<file path="src/rtl/nvram_backup_ctrl.sv">
`default_nettype none
// ============================================================================
// Module   : nvram_backup_ctrl
// Brief    : Save-RAM <-> SD image sector sequencer (load on mount, save on req)
// Revision : 1.0
// ============================================================================
module nvram_backup_ctrl #(
    parameter int          SECTORS = 16,
    parameter logic [23:0] TIMEOUT = 24'd8000000
) (
    input  logic        clk_sys,
    input  logic        reset,
    input  logic        img_mounted,
    input  logic [31:0] img_size,
    input  logic        ioctl_download,
    input  logic        save_req,
    input  logic        nvram_we,
    input  logic        sd_ack,
    output logic [31:0] sd_lba,
    output logic        sd_rd,
    output logic        sd_wr,
    output logic [5:0]  buf_sector,
    output logic        bk_ena,
    output logic        bk_busy,
    output logic        bk_dirty,
    output logic        bk_reset,
    output logic        bk_error
);

    localparam logic [1:0] c_IDLE = 2'd0;
    localparam logic [1:0] c_REQ  = 2'd1;
    localparam logic [1:0] c_XFER = 2'd2;
    localparam logic [1:0] c_DONE = 2'd3;

    localparam logic [5:0] c_LAST_SECTOR = 6'(SECTORS - 1);

    logic [1:0]  r_state, w_state;
    logic [5:0]  r_lba, w_lba;
    logic        r_rd, w_rd;
    logic        r_wr, w_wr;
    logic        r_load, w_load;
    logic        r_pending, w_pending;
    logic        r_we_seen, w_we_seen;
    logic [23:0] r_timer, w_timer;
    logic        r_ena, w_ena;
    logic        r_dirty, w_dirty;
    logic        r_reset_p, w_reset_p;
    logic        r_error, w_error;
    logic        r_mount_d, r_save_d, r_ack_d, r_dl_d;
    logic        w_dirty_clr;

    logic w_mount_rise, w_save_rise, w_ack_rise, w_ack_fall, w_dl_rise;

    assign w_mount_rise = img_mounted & ~r_mount_d;
    assign w_save_rise  = save_req & ~r_save_d;
    assign w_ack_rise   = sd_ack & ~r_ack_d;
    assign w_ack_fall   = ~sd_ack & r_ack_d;
    assign w_dl_rise    = ioctl_download & ~r_dl_d;

    always_ff @(posedge clk_sys or posedge reset) begin
        if (reset) begin
            r_state   <= c_IDLE;
            r_lba     <= 6'd0;
            r_rd      <= 1'b0;
            r_wr      <= 1'b0;
            r_load    <= 1'b0;
            r_pending <= 1'b0;
            r_we_seen <= 1'b0;
            r_timer   <= 24'd0;
            r_ena     <= 1'b0;
            r_dirty   <= 1'b0;
            r_reset_p <= 1'b0;
            r_error   <= 1'b0;
            r_mount_d <= 1'b0;
            r_save_d  <= 1'b0;
            r_ack_d   <= 1'b0;
            r_dl_d    <= 1'b0;
        end else begin
            r_state   <= w_state;
            r_lba     <= w_lba;
            r_rd      <= w_rd;
            r_wr      <= w_wr;
            r_load    <= w_load;
            r_pending <= w_pending;
            r_we_seen <= w_we_seen;
            r_timer   <= w_timer;
            r_ena     <= w_ena;
            r_dirty   <= w_dirty;
            r_reset_p <= w_reset_p;
            r_error   <= w_error;
            r_mount_d <= img_mounted;
            r_save_d  <= save_req;
            r_ack_d   <= sd_ack;
            r_dl_d    <= ioctl_download;
        end
    end

    always_comb begin
        w_state     = r_state;
        w_lba       = r_lba;
        w_rd        = r_rd;
        w_wr        = r_wr;
        w_load      = r_load;
        w_pending   = r_pending;
        w_we_seen   = r_we_seen;
        w_timer     = r_timer;
        w_ena       = r_ena;
        w_dirty     = r_dirty;
        w_reset_p   = 1'b0;
        w_error     = r_error;
        w_dirty_clr = 1'b0;

        // A save edge is always remembered; IDLE consumes it when it can act on it.
        if (w_save_rise) begin
            w_pending = 1'b1;
        end

        case (r_state)
            c_IDLE: begin
                if (w_mount_rise) begin
                    w_ena = 1'b1;
                    if (img_size != 32'd0) begin
                        w_load    = 1'b1;
                        w_lba     = 6'd0;
                        w_rd      = 1'b1;
                        w_wr      = 1'b0;
                        w_timer   = 24'd0;
                        w_we_seen = 1'b0;
                        w_state   = c_REQ;
                    end else begin
                        w_dirty = 1'b1;
                    end
                end else if (r_pending || w_save_rise) begin
                    w_pending = 1'b0;
                    if (r_ena) begin
                        w_load    = 1'b0;
                        w_lba     = 6'd0;
                        w_rd      = 1'b0;
                        w_wr      = 1'b1;
                        w_timer   = 24'd0;
                        w_we_seen = 1'b0;
                        w_state   = c_REQ;
                    end
                end
            end
            c_REQ: begin
                if (w_ack_rise) begin
                    w_rd    = 1'b0;
                    w_wr    = 1'b0;
                    w_timer = 24'd0;
                    w_state = c_XFER;
                end else if (r_timer == TIMEOUT - 24'd1) begin
                    w_rd    = 1'b0;
                    w_wr    = 1'b0;
                    w_error = 1'b1;
                    w_state = c_IDLE;
                end else begin
                    w_timer = r_timer + 24'd1;
                end
            end
            c_XFER: begin
                if (w_ack_fall) begin
                    if (r_lba == c_LAST_SECTOR) begin
                        w_reset_p = r_load;
                        w_state   = c_DONE;
                    end else begin
                        w_lba   = r_lba + 6'd1;
                        w_rd    = r_load;
                        w_wr    = ~r_load;
                        w_timer = 24'd0;
                        w_state = c_REQ;
                    end
                end
            end
            default: begin
                // A write that landed mid-save means the image is already stale.
                w_dirty_clr = r_load | ~r_we_seen;
                w_error     = 1'b0;
                w_state     = c_IDLE;
            end
        endcase

        if (nvram_we && (r_state != c_IDLE)) begin
            w_we_seen = 1'b1;
        end
        if (w_dirty_clr) begin
            w_dirty = 1'b0;
        end
        if (nvram_we) begin
            w_dirty = 1'b1;
        end

        if (w_dl_rise) begin
            w_ena     = 1'b0;
            w_rd      = 1'b0;
            w_wr      = 1'b0;
            w_pending = 1'b0;
            w_reset_p = 1'b0;
            w_state   = c_IDLE;
        end
    end

    assign sd_lba     = {26'd0, r_lba};
    assign buf_sector = r_lba;
    assign sd_rd      = r_rd;
    assign sd_wr      = r_wr;
    assign bk_ena     = r_ena;
    assign bk_busy    = (r_state != c_IDLE);
    assign bk_dirty   = r_dirty;
    assign bk_reset   = r_reset_p;
    assign bk_error   = r_error;

endmodule
`default_nettype wire

</file>
<file path="config.mk">
export PLATFORM = sky130hd
export DESIGN_NAME = nvram_backup_ctrl
export DESIGN_NICKNAME = d
export VERILOG_FILES = /design/src/rtl/nvram_backup_ctrl.sv
export SDC_FILE = /design/constraint.sdc
export NUM_CORES = 1
export LEC_CHECK = 0
export BUFFER_PORTS_ARGS = -buffer_cell sky130_fd_sc_hd__buf_4
export CAP_MARGIN = 20
export CORE_MARGIN = 2
export CORE_UTILIZATION = 49
export CTS_BUF_LIST = sky130_fd_sc_hd__clkbuf_4
export CTS_CLUSTER_SIZE = 40
export DETAILED_ROUTE_END_ITERATION = 16
export PLACE_DENSITY_LB_ADDON = 0.1
export SYNTH_ARGS = -nofsm -noshare
export SYNTH_HDL_FRONTEND = slang
export SYNTH_SLANG_ARGS = --single-unit
</file>
<file path="constraint.sdc">
create_clock -name clk_sys -period 2.7 [get_ports clk_sys]
set_input_delay 0.135 -clock clk_sys [delete_from_list [all_inputs] [get_ports clk_sys]]
set_output_delay 0.135 -clock clk_sys [all_outputs]
set_load 0.03 [all_outputs]
</file>
Yosys cells after proc, flatten, opt, wreduce, memory -nomap -nowiden. Cells that the tools add are included.

Input port bits: 39. Logic and storage cells: 149. Output and inout bits: 45. Flip-flop bits (word level): 45.

Mux-type cells: 68. Bitwise gates (word level): 14. Equality and inequality tests: 21. Reductions and logical operators: 28. Add/sub/neg operators: 2.

Operators by type and width (count): 2-to-1 mux 24 bit (8); one-hot mux 24 bit (3 select lines) (1); 2-to-1 mux 1 bit (39); 2-to-1 mux 6 bit (6); nonzero test 32 bit (1); adder 24 x 1 -> 24 bit (second input constant) (1); equality test 24 x 23 -> 1 bit (second input constant) (1); inequality test 3 bit (second input constant) (7); 2-to-1 mux 2 bit (9); inequality test 4 bit (second input constant) (4); nonzero test 3 bit (5); AND reduction 7 bit (2); nonzero test 2 bit (7); one-hot mux 6 bit (2 select lines) (1); inequality test 2 bit (second input constant) (4); inverter 1 bit (8); AND reduction 4 bit (2); adder 6 x 1 -> 6 bit (second input constant) (1); equality test 6 x 4 -> 1 bit (second input constant) (1); one-hot mux 1 bit (3 select lines) (2); one-hot mux 2 bit (3 select lines) (1); AND reduction 3 bit (2); AND reduction 6 bit (1); AND 1 bit (5); other kinds (14) (14).

Depth between registers and ports, before layout.
Word-level depth: 7. Gate-level depth with buffers: 9. Gate-level depth less buffers: 7.

Least setup slack after synthesis. OpenSTA, ideal clock, no wires.

Path type: reg-to-reg. Start: register r_timer[9]. End: register r_timer[0]. Arrival time: 2383 ps. Data required time: 2575 ps. Period minus slack after synthesis: 2508 ps. Setup time: 125 ps. Slack: 192 ps. Buffers on the path: 1. Cell stages (with the launch flop): 8. Cell sequence: dfrtp_1 > or4_1 > or4_1 > or4_4 > buf_6 > nand2_8 > nor2_1 > mux2_2.

Word-level cells in the longest chain between the ends: 3.

Ends and longest elaborated chain: start, declared (line 44) `logic [23:0] r_timer, w_timer;`; start signal, assigned (line 86) `r_timer <= w_timer;`; equality test 24 x 23 -> 1 bit (line 152) `end else if (r_timer == TIMEOUT - 24'd1) begin`; inequality test 3 bit (no source line); AND reduction 7 bit (no source line).

No other way between the ends. A chain may end at the register's enable or synchronous reset.

Worst setup path after layout.
Start: register r_timer[9]. End: register r_state[1].

Word-level cells in the longest chain between the ends: 3.

Ends and longest elaborated chain: equality test 24 x 23 -> 1 bit (line 152); inequality test 4 bit (no source line); AND reduction 5 bit (no source line); end signal, assigned (line 62) `r_state <= c_IDLE;`; end signal, assigned (line 79) `r_state <= w_state;`; end, declared (line 37) `logic [1:0] r_state, w_state;`.

No other way between the ends.

==> impl_metrics.toml <==
[final_layout]
largest_register_ffs = 24
fin_cells = 445
stdcell_area_mm2 = 0.00338
num_antenna_cells = 0
drive_gt1_share_pct = 23.6
final_util_pct = 60.6
area_growth_pct = 18.3
seq_area_mm2 = 0.00113
finalNetCount = 417
num-fill-cells = 513
multi_input_area_mm2 = 0.00150
top_register = "r_timer"

[critical_path]
worstSetupPathType = "reg2reg"
path_delay_family = "simple AND/OR/NAND/NOR gates"
cp_max_fo = 12
critical_path_buf_inv_count = 0
worstPathRequired_ns = 2.96
slowest_stage = "or4_4"
critical-path-max-stage-delay_ns = 0.55
crit_chain = "or4_1, or4_1, or4_4, nand2_8, a211oi_1, a31o_2"
reg2reg_depth = 6
cpMostUsedCell = "or4_1"
end_kind = "register"
path_depth = 6
cp-start-kind = "register"
critPathArrivalTime_ns = 2.84

[yosys]
synth_top_area_share_pct = 39.4
synthTopCellsByArea = "dfrtp_1 39%, buf_4 8.4%, o21ai_0 3.7%, nand3_1 3.0%, o31ai_1 2.9%"
netlist-cell-type-count = 51
synth.avg_cell_area_um2 = 9.18
synth_cells = 311
synth_most_common_cell = "dfrtp_1"
synth_edf_count = 0
synthFlopType = "dfrtp_1"
async_reset_ff_share_pct = 100
synth_area_mm2 = 0.00286
ys_top_cells_by_count = "45 x dfrtp_1, 32 x buf_4, 21 x nand2_1, 21 x o21ai_0"
yosysTopAreaCell = "dfrtp_1"
ys_ff_latch = 45
yosysSeqAreaShare_pct = 39.4
yosysWarnings = 0

[floorplan]
die_w_um = 80.4
floorplan.initialDensity_pct = 51.2
die_h_um = 80.4
boundaryPins = 84
die_area_mm2 = 0.00646
coreArea_mm2 = 0.00557
rows = 27

[cts]
cts-buffers-inserted = 5
cts_max_path_buffers = 2
clock_latency_ns = 0.36
ctsHtreeMaxLevel = 2
cts.clk_slew.worst_paths_ns = 0.13
cts-root-buf = "clkbuf_4"
cts_tree = "yes"
cts.sinks = 45

[routing]
drcViolationCount = 0
drtIter0Drc = 111
vias_per_cell = 5.54
wl_per_cell_um = 14.3
num_vias = 2466
ant_nets = 0
first_pass_iters = 4
wl_um = 6380

[timing]
worst_slack_ns = 0.115
tightest_slew_ns = 0.778
timing.hold.ws_ns = 0.364
fmax_mhz = 387
drv_slew = 0
period_needed_ns = 2.59
setup_viol = 0
fin_skew_ns = 0.0110
period_share_pct = 95.8
tns_ns = 0
grt_setup_unrepaired = "false"
finalHoldViolCount = 0
relSlewSlack_pct = 47.8

[grt]
grt_first_pass_wirelength_um = 10600
grt_pass1_vias = 2235
grt_max_degree = 33
track_usage_pct = 20.9
grt_antenna_before_repair = 0
overflow = 0

[placement]
dp_cells = 431
placed_area_mm2 = 0.00326
post-place-ws_ns = 0.138
gp_congestion = 0.796
io_buffers = 57
hpwl_um = 4740

[power]
finalPower_mw = 2.05
vdd_drop_max_v = 0.000399
p_leak_nw = 1.58
pwr_density_cell_mw_per_mm2 = 606

[run]
drv_cap = 0

[hold_path]
hp-class = "in2async"

[run_status]
status = "complete, no violations"
## placed cells by master (no fill, tap or decap), types with 11 or more instances in the layout
master and instances:
o21ai_0 21, nor2_1 17, conb_1 26, buf_4 66, o31ai_1 11, nor4_1 11
dfrtp_1 45, nand3_1 17, nand2_1 21, a21oi_1 12
## layout make-up
type	instances	area share, %
Timing Repair Buffer	73	17.0
Multi-Input combinational cell	239	44.5
Clock buffer	6	1.33
Inverter	8	0.889
Tap cell	72	2.67
Clock inverter	2	0.296
Sequential cell	45	33.3
## worst min-delay path, delay by kind of cell
kind     cells  cell delay (ns)
buf+inv      3             1.08
## where the power goes
group	total (mW)	leakage, nW	internal (mW)	switching (mW)
clock	0.329	0.0354	0.110	0.219
sequential	0.794	0.603	0.738	0.0556
combinational	0.925	0.940	0.345	0.580
## path summary, 6_finish.rpt
| check | from | endpoint | slack, ns |
|---|---|---|---|
| max in group asynchronous | reset | r_mount_d | 1.60 |
| min in group clk_sys | img_size[11] | r_load | 0.40 |
| min | reset | r_timer[5] | 0.36 |
| max reg2reg | r_timer[9] | r_state[1] | 0.11 |
| min reg2reg | r_timer[21] | r_timer[21] | 0.49 |
| max | r_timer[9] | r_state[1] | 0.11 |
## per-layer routing
metal  share of wire (%)  vias up  global-route usage, %
li1                    -     1231                      -
met4                 1.2        0                   6.10
met2                  47       76                   32.2
met3                 5.4        7                   2.70
met1                  47     1152                   30.7
met5                   0        -                      0
## timing repair
item	in CTS	in global routing
endpoints found under the hold margin	26	0
hold buffers	6	0
buffers inserted	0	0
resized for setup	0	1
endpoints found under the setup margin	0	1
## kinds of logic after synthesis
family,after synthesis,share of synthesized area [%]
mux,3,1.10
simple gates,125,25.5
flops,45,39.4
fa+ha+maj,6,2.63
buf+inv,52,11.3
compound gates,79,19.9
other cells,1,0.131
Power figures use the tool's default switching activity.
